## src/rtl/muldiv_ctrl.sv

```systemverilog
// HI/LO owner and launch/commit sequencer for the iterative mul/div unit.
// Holds the EX stage while a HI/LO op cannot complete; watchdog aborts hangs.
module muldiv_ctrl #(
    parameter int TIMEOUT = 64
) (
    input  logic        clk,
    input  logic        reset,
    input  logic        op_valid,
    input  logic [2:0]  op,
    input  logic        mf_hi,
    input  logic [31:0] rs_data,
    input  logic [31:0] rt_data,
    input  logic        cpu_stall,
    output logic [1:0]  calc,
    output logic [31:0] calc_a,
    output logic [31:0] calc_b,
    output logic        calc_start,
    input  logic [31:0] calc_hi,
    input  logic [31:0] calc_lo,
    input  logic        calc_done,
    output logic [31:0] hi,
    output logic [31:0] lo,
    output logic [31:0] mf_data,
    output logic        stall_req,
    output logic        busy,
    output logic        timeout_err
);

    localparam logic [1:0] CAL_MULT  = 2'd0;
    localparam logic [1:0] CAL_MULTU = 2'd1;
    localparam logic [1:0] CAL_DIV   = 2'd2;
    localparam logic [1:0] CAL_DIVU  = 2'd3;

    localparam logic [2:0] OP_NOP   = 3'd0;
    localparam logic [2:0] OP_MULT  = 3'd1;
    localparam logic [2:0] OP_MULTU = 3'd2;
    localparam logic [2:0] OP_DIV   = 3'd3;
    localparam logic [2:0] OP_DIVU  = 3'd4;
    localparam logic [2:0] OP_MTHI  = 3'd5;
    localparam logic [2:0] OP_MTLO  = 3'd6;

    localparam logic [1:0] S_IDLE   = 2'd0;
    localparam logic [1:0] S_LAUNCH = 2'd1;
    localparam logic [1:0] S_WAIT   = 2'd2;

    localparam int WDW = $clog2(TIMEOUT);
    localparam logic [WDW-1:0] WD_LAST = WDW'(TIMEOUT - 1);

    logic [1:0]     state_q, state_d;
    logic [31:0]    hi_q, hi_d;
    logic [31:0]    lo_q, lo_d;
    logic [31:0]    calc_a_q, calc_a_d;
    logic [31:0]    calc_b_q, calc_b_d;
    logic [1:0]     calc_q, calc_d;
    logic [WDW-1:0] wd_q, wd_d;
    logic           terr_q, terr_d;

    logic       is_md;
    logic       is_div;
    logic [1:0] md_cal;
    logic       accept;
    logic       launch;

    // Classify the presented op into mul/div kinds and their datapath code.
    always_comb begin
        is_md  = 1'b0;
        is_div = 1'b0;
        md_cal = CAL_MULTU;
        unique case (op)
            OP_MULT:  begin is_md = 1'b1; md_cal = CAL_MULT;  end
            OP_MULTU: begin is_md = 1'b1; md_cal = CAL_MULTU; end
            OP_DIV:   begin is_md = 1'b1; is_div = 1'b1; md_cal = CAL_DIV;  end
            OP_DIVU:  begin is_md = 1'b1; is_div = 1'b1; md_cal = CAL_DIVU; end
            default:  ;
        endcase
    end

    assign stall_req   = op_valid & (op != OP_NOP) & (state_q != S_IDLE);
    assign busy        = (state_q != S_IDLE);
    assign accept      = op_valid & ~cpu_stall & ~stall_req;
    // A zero divisor retires immediately and leaves HI/LO alone.
    assign launch      = accept & is_md & ~(is_div & (rt_data == 32'd0));
    assign calc_start  = (state_q == S_LAUNCH);
    assign calc        = calc_q;
    assign calc_a      = calc_a_q;
    assign calc_b      = calc_b_q;
    assign hi          = hi_q;
    assign lo          = lo_q;
    assign mf_data     = mf_hi ? hi_q : lo_q;
    assign timeout_err = terr_q;

    // Next-state: launch, commit, watchdog abort and MT writes.
    always_comb begin
        state_d  = state_q;
        hi_d     = hi_q;
        lo_d     = lo_q;
        calc_a_d = calc_a_q;
        calc_b_d = calc_b_q;
        calc_d   = calc_q;
        wd_d     = wd_q;
        terr_d   = terr_q;
        unique case (state_q)
            S_IDLE: begin
                if (launch) begin
                    calc_a_d = rs_data;
                    calc_b_d = rt_data;
                    calc_d   = md_cal;
                    state_d  = S_LAUNCH;
                end
                if (accept && op == OP_MTHI) hi_d = rs_data;
                if (accept && op == OP_MTLO) lo_d = rs_data;
            end
            S_LAUNCH: begin
                wd_d    = '0;
                state_d = S_WAIT;
            end
            S_WAIT: begin
                if (calc_done) begin
                    hi_d    = calc_hi;
                    lo_d    = calc_lo;
                    state_d = S_IDLE;
                end else if (!cpu_stall) begin
                    if (wd_q == WD_LAST) begin
                        terr_d  = 1'b1;
                        state_d = S_IDLE;
                    end else begin
                        wd_d = wd_q + 1'b1;
                    end
                end
            end
            default: state_d = S_IDLE;
        endcase
    end

    // State registers with asynchronous active-high reset.
    always_ff @(posedge clk or posedge reset) begin
        if (reset) begin
            state_q  <= S_IDLE;
            hi_q     <= '0;
            lo_q     <= '0;
            calc_a_q <= '0;
            calc_b_q <= '0;
            calc_q   <= CAL_MULTU;
            wd_q     <= '0;
            terr_q   <= 1'b0;
        end else begin
            state_q  <= state_d;
            hi_q     <= hi_d;
            lo_q     <= lo_d;
            calc_a_q <= calc_a_d;
            calc_b_q <= calc_b_d;
            calc_q   <= calc_d;
            wd_q     <= wd_d;
            terr_q   <= terr_d;
        end
    end

endmodule

```

## config.mk

```make
export PLATFORM = sky130hd
export DESIGN_NAME = muldiv_ctrl
export DESIGN_NICKNAME = d
export VERILOG_FILES = /design/src/rtl/muldiv_ctrl.sv
export SDC_FILE = /design/constraint.sdc
export NUM_CORES = 1
export LEC_CHECK = 0
export BUFFER_PORTS_ARGS = -buffer_cell sky130_fd_sc_hd__buf_4
export CAP_MARGIN = 20
export CORE_MARGIN = 2
export CORE_UTILIZATION = 25
export DETAILED_ROUTE_END_ITERATION = 10
export GPL_ROUTABILITY_DRIVEN = 0
export PLACE_DENSITY_LB_ADDON = 0.08
export SYNTH_ARGS = -nofsm -noshare
export SYNTH_HDL_FRONTEND = slang
export SYNTH_SLANG_ARGS = --single-unit
```

## constraint.sdc

```tcl
create_clock -name clk -period 5 [get_ports clk]
set_input_delay 1 -clock clk [delete_from_list [all_inputs] [get_ports clk]]
set_output_delay 1 -clock clk [all_outputs]
set_load 0.01 [all_outputs]
```

==> qor.yml <==
critPathSlowestCell: "buf_4"
vias: 5345
ff2ff_path_depth: 5
cp-end-kind: "output pin"
cp_data_arrival_time_ps: 1970
fin_crit_sh_pct: 59.39
nets: 990
rsz0062_at_grt: "no"
wl_per_cell_um: 17.91
status: "complete, no violations"
post_cts_buffers: 0
clock_latency_ps: 420
cts_buffers: 17
viasPerCell: 4.477
fillers: 2519
path_clk_slew_ps: 60
hold_viol_final: 0
hp-class: "flop to flop"
path_common_cell: "buf_4"
grt_pass1_wl_um: 32250
h-tree-depth: 4
final.setup.tns_ps: 0
slowest_delay_ps: 400
antenna_found_initial: 0
cts_tree: "built"
path_cells: "buf_4 -> mux2_2 -> buf_4"
synth_seq_cells: 139
cp_top_family: "buffers and inverters"
critPathBufInv: 2
timing.hold.ws_ps: 494.7
cts_hold_buf: 0
die_area_um2: 26880
grt_pass1_vias: 5590
design_area_um2: 9572
die_w_um: 164.0
ios: 303
synthCells: 556
slew_violations: 0
rows: 58
synth_area_per_cell_um2: 11.50
maxCapViolCount: 0
required_ps: 4000
die_y_um: 164.0
vdd_drop_max_v: 0.0001859
reg2reg_slack_ps: 2620
setup_viol: 0
multi_input_area_um2: 2748
criticalPathCategory: "input port to output pin"
yosysTopAreaCellShare_pct: 53.99
syn_area_um2: 6396
drt_iter0_drc: 187
cts_sinks: 139
fmax_ghz: 0.3367
core_um2: 25180
syn2layout_area_growth_pct: 49.65
drc: 0
startpoint_type: "input port"
routed_wl_um: 21390
root_buffer: "clkbuf_16"
ys_types: 39
max-slew-margin-rel_pct: 42.78
drtAntennaViolNets: 0
yosysSeqAreaShare_pct: 54.40
diodes: 0
cp.depth: 3
dpl.hpwl_um: 15370
syn-num-nets: 694
cp_max_fo: 32
yosys.area.top_type: "dfrtp_1"
grt_usage_pct: 15.85
start_util_pct: 25.40
yosys-top-cells-area: "dfrtp_1 54%, mux2_2 12%, mux2_4 7.0%"
dpl_cell_area_um2: 8980
grt_overflow: 0
tightest_slew_ps: 858.3
drive_gt1_share_pct: 52.08
cts_buffer_depth: 2
grt_max_degree: 74
seqCellArea_um2: 3480
portBuffers: 302
fin_crit_ps: 2970
p_leak_uw: 0.004569
firstDrtPassIters: 4
skew_ps: 15.02
yosysWarnings: 0
worstHoldPathCells: 1
cts_resized: 0
power.density_nw_per_um2: 502.4
## synthesized netlist by cell type (all sizes together)
cell      n
dfrtp   138
mux2     96
a21oi    71
nand2    70
o21ai    68
and2     32
clkbuf   17
buf      16
nor4      8
nor2      5
and3      3
nand2b    3
nand3     3
nor2b     3
xor2      3
a32oi     2
inv       2
nand4     2
a31oi     1
and2b     1
and4      1
dfstp     1
ha        1
nand3b    1
nor4b     1
o21a      1
o21ba     1
o21bai    1
o31ai     1
or2       1
or3       1
or4b      1
## path summary, 6_finish.rpt
path | from | end
setup / recovery | mf_hi | mf_data[21]
hold / removal | calc[1] | calc[1]
setup reg to reg | state_q[0] | hi[3]
hold reg to reg | calc[1] | calc[1]
max in group asynchronous | reset | calc[0]
min in group asynchronous | reset | calc_b[8]
## layout by cell type (no fill, tap or decap), types with 2 or more instances in the layout
master,synthesis,routed
a21oi_1,69,69
a32oi_4,0,2
and2_1,32,32
and3_1,3,3
buf_4,3,310
bufinv_16,0,2
clkbuf_16,0,17
clkbuf_8,0,2
clkinv_4,0,2
clkinvlp_4,0,4
dfrtp_1,138,138
inv_6,0,4
mux2_2,66,66
mux2_4,30,30
nand2_1,70,70
nand2b_1,3,3
nand3_1,2,2
nand4_1,2,2
nor2_1,5,5
nor2b_1,3,3
nor4_1,8,8
o21ai_0,68,68
xor2_1,3,3
## worst reg2reg max path, delay by kind of cell, from the launching register on
| kind | cells | cell delay [ps] |
|---|---|---|
| buffers and inverters | 2 | 970 |
| AOI/OAI and AO/OA | 2 | 520 |
| DFF | 1 | 460 |
| and+or+nand+nor | 1 | 270 |
## routing by layer
metal | vias to the layer above | share of wire (%) | wire, um | global-route usage, %
met2 | 187 | 49 | 10570 | 27.31
met1 | 2590 | 43 | 9134 | 19.31
li1 | 2551 | - | - | -
met3 | 17 | 6.4 | 1371 | 4.672
met5 | - | 0 | 0 | 0
met4 | 0 | 1.4 | 306 | 4.226
## sequential cells by signal, indices dropped and copies added, names as in the netlist
| register | cells |
|---|---|
| state_q | 2 |
| hi | 32 |
| calc_a | 32 |
| timeout_err | 1 |
| wd_q | 6 |
| lo | 32 |
| calc_b | 32 |
| calc | 2 |
## through the flow
stage	power, uW	util, %	std cells	setup WS [ps]
after floorplan	2528	-	556	277.1
after global placement	3553	35.66	1163	2046
after detailed placement	3574	35.66	1163	2028
after CTS	4891	38.01	1194	2030
after global routing	5118	38.01	1194	1975
final	4809	38.01	1194	2030
## layout make-up
class	count	share of cell area (%)
Sequential cell	139	36.35
Multi-Input combinational cell	382	28.71
Timing Repair Buffer	310	24.31
Clock buffer	19	4.732
Tap cell	330	4.314
Clock inverter	12	1.451
Inverter	2	0.1307
## cell families after synthesis
family | share of synthesized area (%)
DFF | 54.40
xor gates and xnor gates | 0.4109
AOI/OAI and AO/OA | 12.34
muxes | 18.66
adders and majority gates | 0.1956
buffers and inverters | 3.130
and+or+nand+nor | 10.86
## report_power, final
| group | internal (uW) | switching (uW) | leakage [uW] |
|---|---|---|---|
| sequential | 1500 | 299 | 0.00171 |
| combinational | 982 | 744 | 0.00259 |
| clock | 764 | 523 | 0.000278 |
No activity file was read; power rests on OpenSTA's default activity.
